**src/rtl/alu_writeback_seq_pkg.sv**
```systemverilog
// Shared definitions for the ALU writeback sequencer: condition codes,
// flag bit positions and sequencer state encoding.
package alu_writeback_seq_pkg;

  localparam int unsigned COND_W  = 4;
  localparam int unsigned FLAGS_W = 5;
  localparam int unsigned NZCV_W  = 4;

  localparam logic [COND_W-1:0] COND_EQ = 4'h0;
  localparam logic [COND_W-1:0] COND_NE = 4'h1;
  localparam logic [COND_W-1:0] COND_CS = 4'h2;
  localparam logic [COND_W-1:0] COND_CC = 4'h3;
  localparam logic [COND_W-1:0] COND_MI = 4'h4;
  localparam logic [COND_W-1:0] COND_PL = 4'h5;
  localparam logic [COND_W-1:0] COND_VS = 4'h6;
  localparam logic [COND_W-1:0] COND_VC = 4'h7;
  localparam logic [COND_W-1:0] COND_HI = 4'h8;
  localparam logic [COND_W-1:0] COND_LS = 4'h9;
  localparam logic [COND_W-1:0] COND_GE = 4'hA;
  localparam logic [COND_W-1:0] COND_LT = 4'hB;
  localparam logic [COND_W-1:0] COND_GT = 4'hC;
  localparam logic [COND_W-1:0] COND_LE = 4'hD;
  localparam logic [COND_W-1:0] COND_AL = 4'hE;
  localparam logic [COND_W-1:0] COND_NV = 4'hF;

  // Bit positions within {Q,N,Z,C,V}; N..V also index the 4-bit NZCV view
  localparam int unsigned FLAG_Q = 4;
  localparam int unsigned FLAG_N = 3;
  localparam int unsigned FLAG_Z = 2;
  localparam int unsigned FLAG_C = 1;
  localparam int unsigned FLAG_V = 0;

  typedef enum logic [1:0] {
    ST_IDLE = 2'd0,
    ST_W1   = 2'd1,
    ST_W2   = 2'd2
  } state_e;

endpackage

```
**src/rtl/alu_writeback_seq_cond_eval.sv**
```systemverilog
// Combinational ARM condition check of a cond field against NZCV flags.
module alu_writeback_seq_cond_eval
  import alu_writeback_seq_pkg::*;
(
  input  logic [COND_W-1:0] cond_i,
  input  logic [NZCV_W-1:0] nzcv_i,
  output logic              pass_o
);

  logic n, z, c, v;

  assign n = nzcv_i[FLAG_N];
  assign z = nzcv_i[FLAG_Z];
  assign c = nzcv_i[FLAG_C];
  assign v = nzcv_i[FLAG_V];

  always_comb begin
    pass_o = 1'b0;
    case (cond_i)
      COND_EQ: pass_o = z;
      COND_NE: pass_o = !z;
      COND_CS: pass_o = c;
      COND_CC: pass_o = !c;
      COND_MI: pass_o = n;
      COND_PL: pass_o = !n;
      COND_VS: pass_o = v;
      COND_VC: pass_o = !v;
      COND_HI: pass_o = c && !z;
      COND_LS: pass_o = !c || z;
      COND_GE: pass_o = (n == v);
      COND_LT: pass_o = (n != v);
      COND_GT: pass_o = !z && (n == v);
      COND_LE: pass_o = z || (n != v);
      COND_AL: pass_o = 1'b1;
      COND_NV: pass_o = 1'b0;
      default: pass_o = 1'b0;
    endcase
  end

endmodule

```
**src/rtl/alu_writeback_seq.sv**
```systemverilog
// ALU result consumer: condition check, flag commit and one- or two-cycle
// register-file write sequencing with issue stall for dual-destination ops.
module alu_writeback_seq
  import alu_writeback_seq_pkg::*;
#(
  parameter int unsigned DW = 32,
  parameter int unsigned AW = 4
) (
  input  logic               clk,
  input  logic               reset,
  input  logic               in_valid,
  output logic               in_ready,
  input  logic [COND_W-1:0]  cond,
  input  logic [FLAGS_W-1:0] alu_flags,
  input  logic [1:0]         flag_w,
  input  logic               reg_w,
  input  logic               mem_w,
  input  logic               pcs,
  input  logic               no_write,
  input  logic               dual,
  input  logic [AW-1:0]      rd1,
  input  logic [AW-1:0]      rd2,
  input  logic [DW-1:0]      result1,
  input  logic [DW-1:0]      result2,
  input  logic               q_clr,
  output logic               rf_we,
  output logic [AW-1:0]      rf_wa,
  output logic [DW-1:0]      rf_wd,
  output logic               mem_we,
  output logic               pc_src,
  output logic               carry_flag,
  output logic [FLAGS_W-1:0] flags
);

  state_e               state_q, state_d;
  logic [FLAGS_W-1:0]   flags_q, flags_d;
  logic                 in_ready_q, in_ready_d;
  logic                 rf_we_q, rf_we_d;
  logic [AW-1:0]        rf_wa_q, rf_wa_d;
  logic [DW-1:0]        rf_wd_q, rf_wd_d;
  logic                 mem_we_q, mem_we_d;
  logic                 pc_src_q, pc_src_d;
  logic                 dual_pass_q, dual_pass_d;
  logic [AW-1:0]        rd2_q, rd2_d;
  logic [DW-1:0]        result2_q, result2_d;
  logic                 accept_c;
  logic                 pass_c;

  alu_writeback_seq_cond_eval u_cond_eval (
    .cond_i (cond),
    .nzcv_i (flags_q[NZCV_W-1:0]),
    .pass_o (pass_c)
  );

  assign accept_c = in_valid && in_ready_q;

  // Outputs are registered, so each write is prepared on the edge that enters its state
  always_comb begin
    state_d     = state_q;
    flags_d     = flags_q;
    in_ready_d  = 1'b1;
    rf_we_d     = 1'b0;
    rf_wa_d     = rf_wa_q;
    rf_wd_d     = rf_wd_q;
    mem_we_d    = 1'b0;
    pc_src_d    = 1'b0;
    dual_pass_d = 1'b0;
    rd2_d       = rd2_q;
    result2_d   = result2_q;

    if ((state_q == ST_W1) && dual_pass_q) begin
      state_d = ST_W2;
      rf_we_d = 1'b1;
      rf_wa_d = rd2_q;
      rf_wd_d = result2_q;
    end else if (accept_c) begin
      state_d     = ST_W1;
      rf_we_d     = reg_w && pass_c && !no_write;
      rf_wa_d     = rd1;
      rf_wd_d     = result1;
      mem_we_d    = mem_w && pass_c;
      pc_src_d    = pcs && pass_c;
      dual_pass_d = dual && pass_c;
      rd2_d       = rd2;
      result2_d   = result2;
      in_ready_d  = !(dual && pass_c);
    end else begin
      state_d = ST_IDLE;
    end

    // Clear before set so a coincident Q set wins over q_clr
    if (q_clr) begin
      flags_d[FLAG_Q] = 1'b0;
    end
    if (accept_c && pass_c) begin
      if (flag_w[1]) begin
        flags_d[FLAG_N] = alu_flags[FLAG_N];
        flags_d[FLAG_Z] = alu_flags[FLAG_Z];
      end
      if (flag_w[0]) begin
        flags_d[FLAG_C] = alu_flags[FLAG_C];
        flags_d[FLAG_V] = alu_flags[FLAG_V];
      end
      if (alu_flags[FLAG_Q]) begin
        flags_d[FLAG_Q] = 1'b1;
      end
    end
  end

  always_ff @(posedge clk or negedge reset) begin
    if (!reset) begin
      state_q     <= ST_IDLE;
      flags_q     <= '0;
      in_ready_q  <= 1'b1;
      rf_we_q     <= 1'b0;
      rf_wa_q     <= '0;
      rf_wd_q     <= '0;
      mem_we_q    <= 1'b0;
      pc_src_q    <= 1'b0;
      dual_pass_q <= 1'b0;
      rd2_q       <= '0;
      result2_q   <= '0;
    end else begin
      state_q     <= state_d;
      flags_q     <= flags_d;
      in_ready_q  <= in_ready_d;
      rf_we_q     <= rf_we_d;
      rf_wa_q     <= rf_wa_d;
      rf_wd_q     <= rf_wd_d;
      mem_we_q    <= mem_we_d;
      pc_src_q    <= pc_src_d;
      dual_pass_q <= dual_pass_d;
      rd2_q       <= rd2_d;
      result2_q   <= result2_d;
    end
  end

  assign in_ready   = in_ready_q;
  assign rf_we      = rf_we_q;
  assign rf_wa      = rf_wa_q;
  assign rf_wd      = rf_wd_q;
  assign mem_we     = mem_we_q;
  assign pc_src     = pc_src_q;
  assign flags      = flags_q;
  assign carry_flag = flags_q[FLAG_C];

endmodule
```
**config.mk**
```make
export PLATFORM = sky130hd
export DESIGN_NAME = alu_writeback_seq
export DESIGN_NICKNAME = d
export VERILOG_FILES = /design/src/rtl/alu_writeback_seq_pkg.sv /design/src/rtl/alu_writeback_seq_cond_eval.sv /design/src/rtl/alu_writeback_seq.sv
export SDC_FILE = /design/constraint.sdc
export NUM_CORES = 1
export LEC_CHECK = 0
export BUFFER_PORTS_ARGS = -buffer_cell sky130_fd_sc_hd__clkbuf_2
export CAP_MARGIN = 10
export CELL_PAD_IN_SITES_DETAIL_PLACEMENT = 0
export CELL_PAD_IN_SITES_GLOBAL_PLACEMENT = 2
export CORE_UTILIZATION = 30
export CTS_CLUSTER_SIZE = 14
export DETAILED_ROUTE_END_ITERATION = 8
export HOLD_SLACK_MARGIN = 0.03
export PLACE_DENSITY = 0.88
export SLEW_MARGIN = 5
export SYNTH_ARGS = -nofsm -noshare
export SYNTH_HDL_FRONTEND = slang
export SYNTH_SLANG_ARGS = --single-unit
```
**constraint.sdc**
```tcl
create_clock -name clk -period 2.2 [get_ports clk]
set_input_delay 0.11 -clock clk [delete_from_list [all_inputs] [get_ports clk]]
set_output_delay 0.11 -clock clk [all_outputs]
set_load 0.02 [all_outputs]
```
==> report_table.html <==
<table>
<tr><th>Metric</th><th>Value</th></tr>
<tr><th colspan="2">Yosys</th></tr>
<tr><td>Leading area contributor after synthesis</td><td>dfrtp_1</td></tr>
<tr><td>Number of unique standard cell types used by synthesis</td><td>38</td></tr>
<tr><td>Number of synthesized register bits</td><td>84</td></tr>
<tr><td>Number of flops mapped to enable cells by yosys</td><td>0</td></tr>
<tr><td>Ys flop type</td><td>dfrtp_1</td></tr>
<tr><td>Basic-gate share of the synthesized area counting and, or, nand and nor cells</td><td>0.0836</td></tr>
<tr><td>Cell with the most instances after synthesis</td><td>dfrtp_1</td></tr>
<tr><td>Share of flip-flops with an asynchronous set or reset after synthesis</td><td>1.00</td></tr>
<tr><td>Share of the yosys chip area belonging to registers</td><td>0.576</td></tr>
<tr><td>Proportion of synthesized area in mux cells</td><td>0.215</td></tr>
<tr><td>Post-synthesis instance area</td><td>around 3700 um2</td></tr>
<tr><td>Xor and xnor area share after synthesis</td><td>0.00719</td></tr>
<tr><td>Largest cells by area after synthesis</td><td>dfrtp_1 (57%), mux2i_1 (10%), mux2_2 (8.6%), o21ai_0 (5.5%), nand2_1 (4.6%)</td></tr>
<tr><td>Post-synth net total</td><td>between 300 and 400</td></tr>
<tr><td>Synth Area in Compound Gates</td><td>0.0904</td></tr>
<tr><td>Yosys top cell area share</td><td>0.568</td></tr>
<tr><td>Post-synthesis adder-cell area fraction</td><td>0</td></tr>
<tr><td>Post-synthesis cell count</td><td>slightly above 300</td></tr>
<tr><td>Mapped Avg Cell Area</td><td>11.9 um2</td></tr>
<tr><td>Dominant combinational cell family by area after synthesis</td><td>multiplexers</td></tr>
<tr><td>Yosys Warn Count</td><td>0</td></tr>
<tr><td>Cell types with the highest counts after synthesis</td><td>dfrtp_1 (83), nand2_1 (45), o21ai_0 (40), mux2i_1 (37), mux2_2 (28)</td></tr>
<tr><th colspan="2">Clock network</th></tr>
<tr><td>Cell at the root of the clock tree</td><td>clkbuf_16</td></tr>
<tr><td>CTS clk-pin slew, worst paths</td><td>roughly 0.060 ns</td></tr>
<tr><td>Number of H-tree branching levels</td><td>3</td></tr>
<tr><td>Number of post-CTS setup repair buffers</td><td>0</td></tr>
<tr><td>Quantity of gates resized following cts</td><td>0</td></tr>
<tr><td>Max Root-Sink Buffers</td><td>2</td></tr>
<tr><td>Quantity of hold-fixing buffers added after cts</td><td>46</td></tr>
<tr><td>TritonCTS clock tree</td><td>done</td></tr>
<tr><td>Clock Sink Count</td><td>84</td></tr>
<tr><td>Clock network latency to the later pin of the worst-skew pair</td><td>about 0.34 ns</td></tr>
<tr><td>Clock buffer count from CTS</td><td>9</td></tr>
<tr><th colspan="2">STA</th></tr>
<tr><td>Final worst path period need</td><td>1.93 ns</td></tr>
<tr><td>Crit path setup slack, layout</td><td>between 0.2 and 0.3 ns</td></tr>
<tr><td>Total of endpoints with negative setup slack in the final report</td><td>0</td></tr>
<tr><td>Slew headroom</td><td>0.647</td></tr>
<tr><td>Setup TNS Final</td><td>0 ns</td></tr>
<tr><td>Slew at the pin closest to its max-slew limit</td><td>between 0.5 and 0.6 ns</td></tr>
<tr><td>Max-slew violation count</td><td>0</td></tr>
<tr><td>Count of final hold-check violations</td><td>0</td></tr>
<tr><td>Setup repair after global routing missed its margin</td><td>no</td></tr>
<tr><td>Final clock period utilization by the worst path</td><td>0.876</td></tr>
<tr><td>Clock skew after layout</td><td>approximately 0.006 ns</td></tr>
<tr><td>Highest clock frequency the design can meet</td><td>519 MHz</td></tr>
<tr><th colspan="2">Worst hold path</th></tr>
<tr><td>Type of the worst min-delay path</td><td>input pin to flip-flop</td></tr>
<tr><th colspan="2">Placed design</th></tr>
<tr><td>Final estimated routing congestion in global placement</td><td>just over 0.9</td></tr>
<tr><td>Worst setup slack after placement</td><td>approximately 0.27 ns</td></tr>
<tr><td>Final HPWL from detailed placement</td><td>6110 um</td></tr>
<tr><td>Buffers added on ports</td><td>~140</td></tr>
<tr><td>Placed Area</td><td>4500 um2</td></tr>
<tr><th colspan="2">Routing</th></tr>
<tr><td>First-pass DRT Iterations</td><td>4</td></tr>
<tr><td>Average via count per standard cell</td><td>roughly 4.6</td></tr>
<tr><td>Antenna Violating Nets Remaining</td><td>0</td></tr>
<tr><td>DR vias</td><td>2942</td></tr>
<tr><td>Detailed Route Iter0 Violations</td><td>141</td></tr>
<tr><td>Total detailed-routing wirelength</td><td>around 8700 um</td></tr>
<tr><td>Drt wl/cell</td><td>about 14 um</td></tr>
<tr><td>DRC errors left</td><td>0</td></tr>
<tr><th colspan="2">Worst setup path</th></tr>
<tr><td>Worst-path fanout max</td><td>5</td></tr>
<tr><td>Element type at the critical path end</td><td>flip-flop</td></tr>
<tr><td>Kind of critical path</td><td>flip-flop to flip-flop</td></tr>
<tr><td>Critical Path Start Type</td><td>flip-flop</td></tr>
<tr><td>Required time reported for the critical path endpoint</td><td>2.42 ns</td></tr>
<tr><td>Arrival time worst endpoint</td><td>between 2 and 2.5 ns</td></tr>
<tr><th colspan="2">Global routing</th></tr>
<tr><td>Largest net degree at the start of global routing</td><td>48</td></tr>
<tr><td>Overflow after GRT</td><td>0</td></tr>
<tr><td>Antenna violations before repair</td><td>0</td></tr>
<tr><td>Vias in the first global route</td><td>around 3100</td></tr>
<tr><td>Global-route usage over all layers</td><td>0.149</td></tr>
<tr><td>First-pass GRT wire length</td><td>between 10000 and 15000 um</td></tr>
<tr><th colspan="2">Floorplanning</th></tr>
<tr><td>Chip Height</td><td>112 um</td></tr>
<tr><td>Ports placed on the boundary</td><td>~140</td></tr>
<tr><td>Std-Cell Core Area</td><td>around 12000 um2</td></tr>
<tr><td>DIE WIDTH</td><td>~110 um</td></tr>
<tr><td>Floorplan row count</td><td>39</td></tr>
<tr><td>Initial Utilization</td><td>0.313</td></tr>
<tr><td>Die area</td><td>12600 um2</td></tr>
<tr><th colspan="2">Run</th></tr>
<tr><td>Max Cap Viol</td><td>0</td></tr>
<tr><th colspan="2">Power and ir drop</th></tr>
<tr><td>P per Cell Area</td><td>970 nW/um2</td></tr>
<tr><td>Static leakage</td><td>2.53 nW</td></tr>
<tr><td>Total chip power</td><td>5.10 mW</td></tr>
<tr><td>Maximum vdd ir drop</td><td>between 0.0005 and 0.0006 V</td></tr>
<tr><th colspan="2">Cells and area</th></tr>
<tr><td>Combined area of the multi-input logic cells</td><td>1450 um2</td></tr>
<tr><td>Fraction of layout cells with a size suffix above 1</td><td>0.395</td></tr>
<tr><td>Post-Route Utilization</td><td>0.451</td></tr>
<tr><td>Final std cell area, no fill</td><td>5260 um2</td></tr>
<tr><td>Layout overhead on the synthesized area</td><td>44.0%</td></tr>
<tr><td>Fill count</td><td>approximately 1100</td></tr>
<tr><td>Total Nets Final</td><td>about 580</td></tr>
<tr><td>Total area of sequential cells</td><td>2100 um2</td></tr>
<tr><td>Antenna cells</td><td>0</td></tr>
<tr><th colspan="2">Run status</th></tr>
<tr><td>Status</td><td>complete, no violations</td></tr>
</table>
-- worst paths after layout --
path	from	endpoint	slack, ns	cells after the start
max	flags[3]	flags[4]	0.27	5
max reg2reg	flags[3]	flags[4]	0.27	5
max in group asynchronous	reset	in_ready	1.24	3
min reg2reg	rd2_q[0]	rf_wa[0]	0.47	2
min	result1[26]	rf_wd[26]	0.05	3
min in group asynchronous	reset	rf_wd[18]	0.27	2
-- layout make-up --
cell class              instances  area share
flip-flops and latches         84       0.400
clock buffers                  12      0.0487
inverters                       3     0.00214
repair buffers                190       0.231
well taps                     143      0.0340
multi-input cells             201       0.276
clock inverters                 4     0.00903
-- layout by cell type, fill, tap and decap left out, types with 2 or more instances in the layout --
cell type and n:
mux2_1 9, nor2_1 2, and3_1 4, dfrtp_1 83, or2_2 2, dlygate4sd3_1 46
clkinv_2 2, o22ai_1 4, clkbuf_2 136, nand4_1 2, mux2_2 28, buf_4 7
xnor2_1 2, mux2i_1 37, clkbuf_16 9, clkbuf_8 2, a21oi_1 4, nand2_1 44
o21ai_0 40, nand2b_1 2, inv_1 2, a22o_1 2, nor2b_1 2, nor3_1 2
-- power breakdown --
group	internal (mW)	total [mW]	switching [mW]
Clock	0.937	1.53	0.592
Sequential	1.92	2.15	0.234
Combinational	0.627	1.42	0.793
-- stage by stage --
| step | hold WS, ns | instances |
|---|---|---|
| detailed placement | 0.119 | 575 |
| CTS | 0.0410 | 637 |
| finish | 0.0548 | 637 |
| global route | 0.0588 | 637 |
| floorplan | -0.186 | 306 |
| global placement | 0.118 | 575 |
-- logic make-up after synthesis --
group | after synthesis
mux | 74
xor+xnor | 3
simple gates | 66
buf+inv | 21
flops | 84
compound gates | 58
-- state kept, by name, indices dropped and copies added, names as in the netlist --
signal and flops:
dual_pass_q 1, flags 5, in_ready 1, mem_we 1, pc_src 1, rd2_q 4
result2_q 32, rf_wa 4, rf_wd 32, rf_we 1, state_q 2
-- per-layer routing --
| layer | vias to the layer above | wire length [um] | track usage |
|---|---|---|---|
| met4 | 0 | 220 | 0.0818 |
| met2 | 101 | 4000 | 0.236 |
| met3 | 18 | 506 | 0.0367 |
| met1 | 1388 | 3950 | 0.188 |
| met5 | - | 0 | 0 |
| li1 | 1435 | - | - |
-- critical path, stage by stage, from the launching register on --
cell and delay [ns]:
dfrtp_1 0.41, xor2_1 0.26, mux2_2 0.38, a221o_1 0.33, o21a_1 0.23, a22o_1 0.21
No activity file was read; power rests on OpenSTA's default activity.
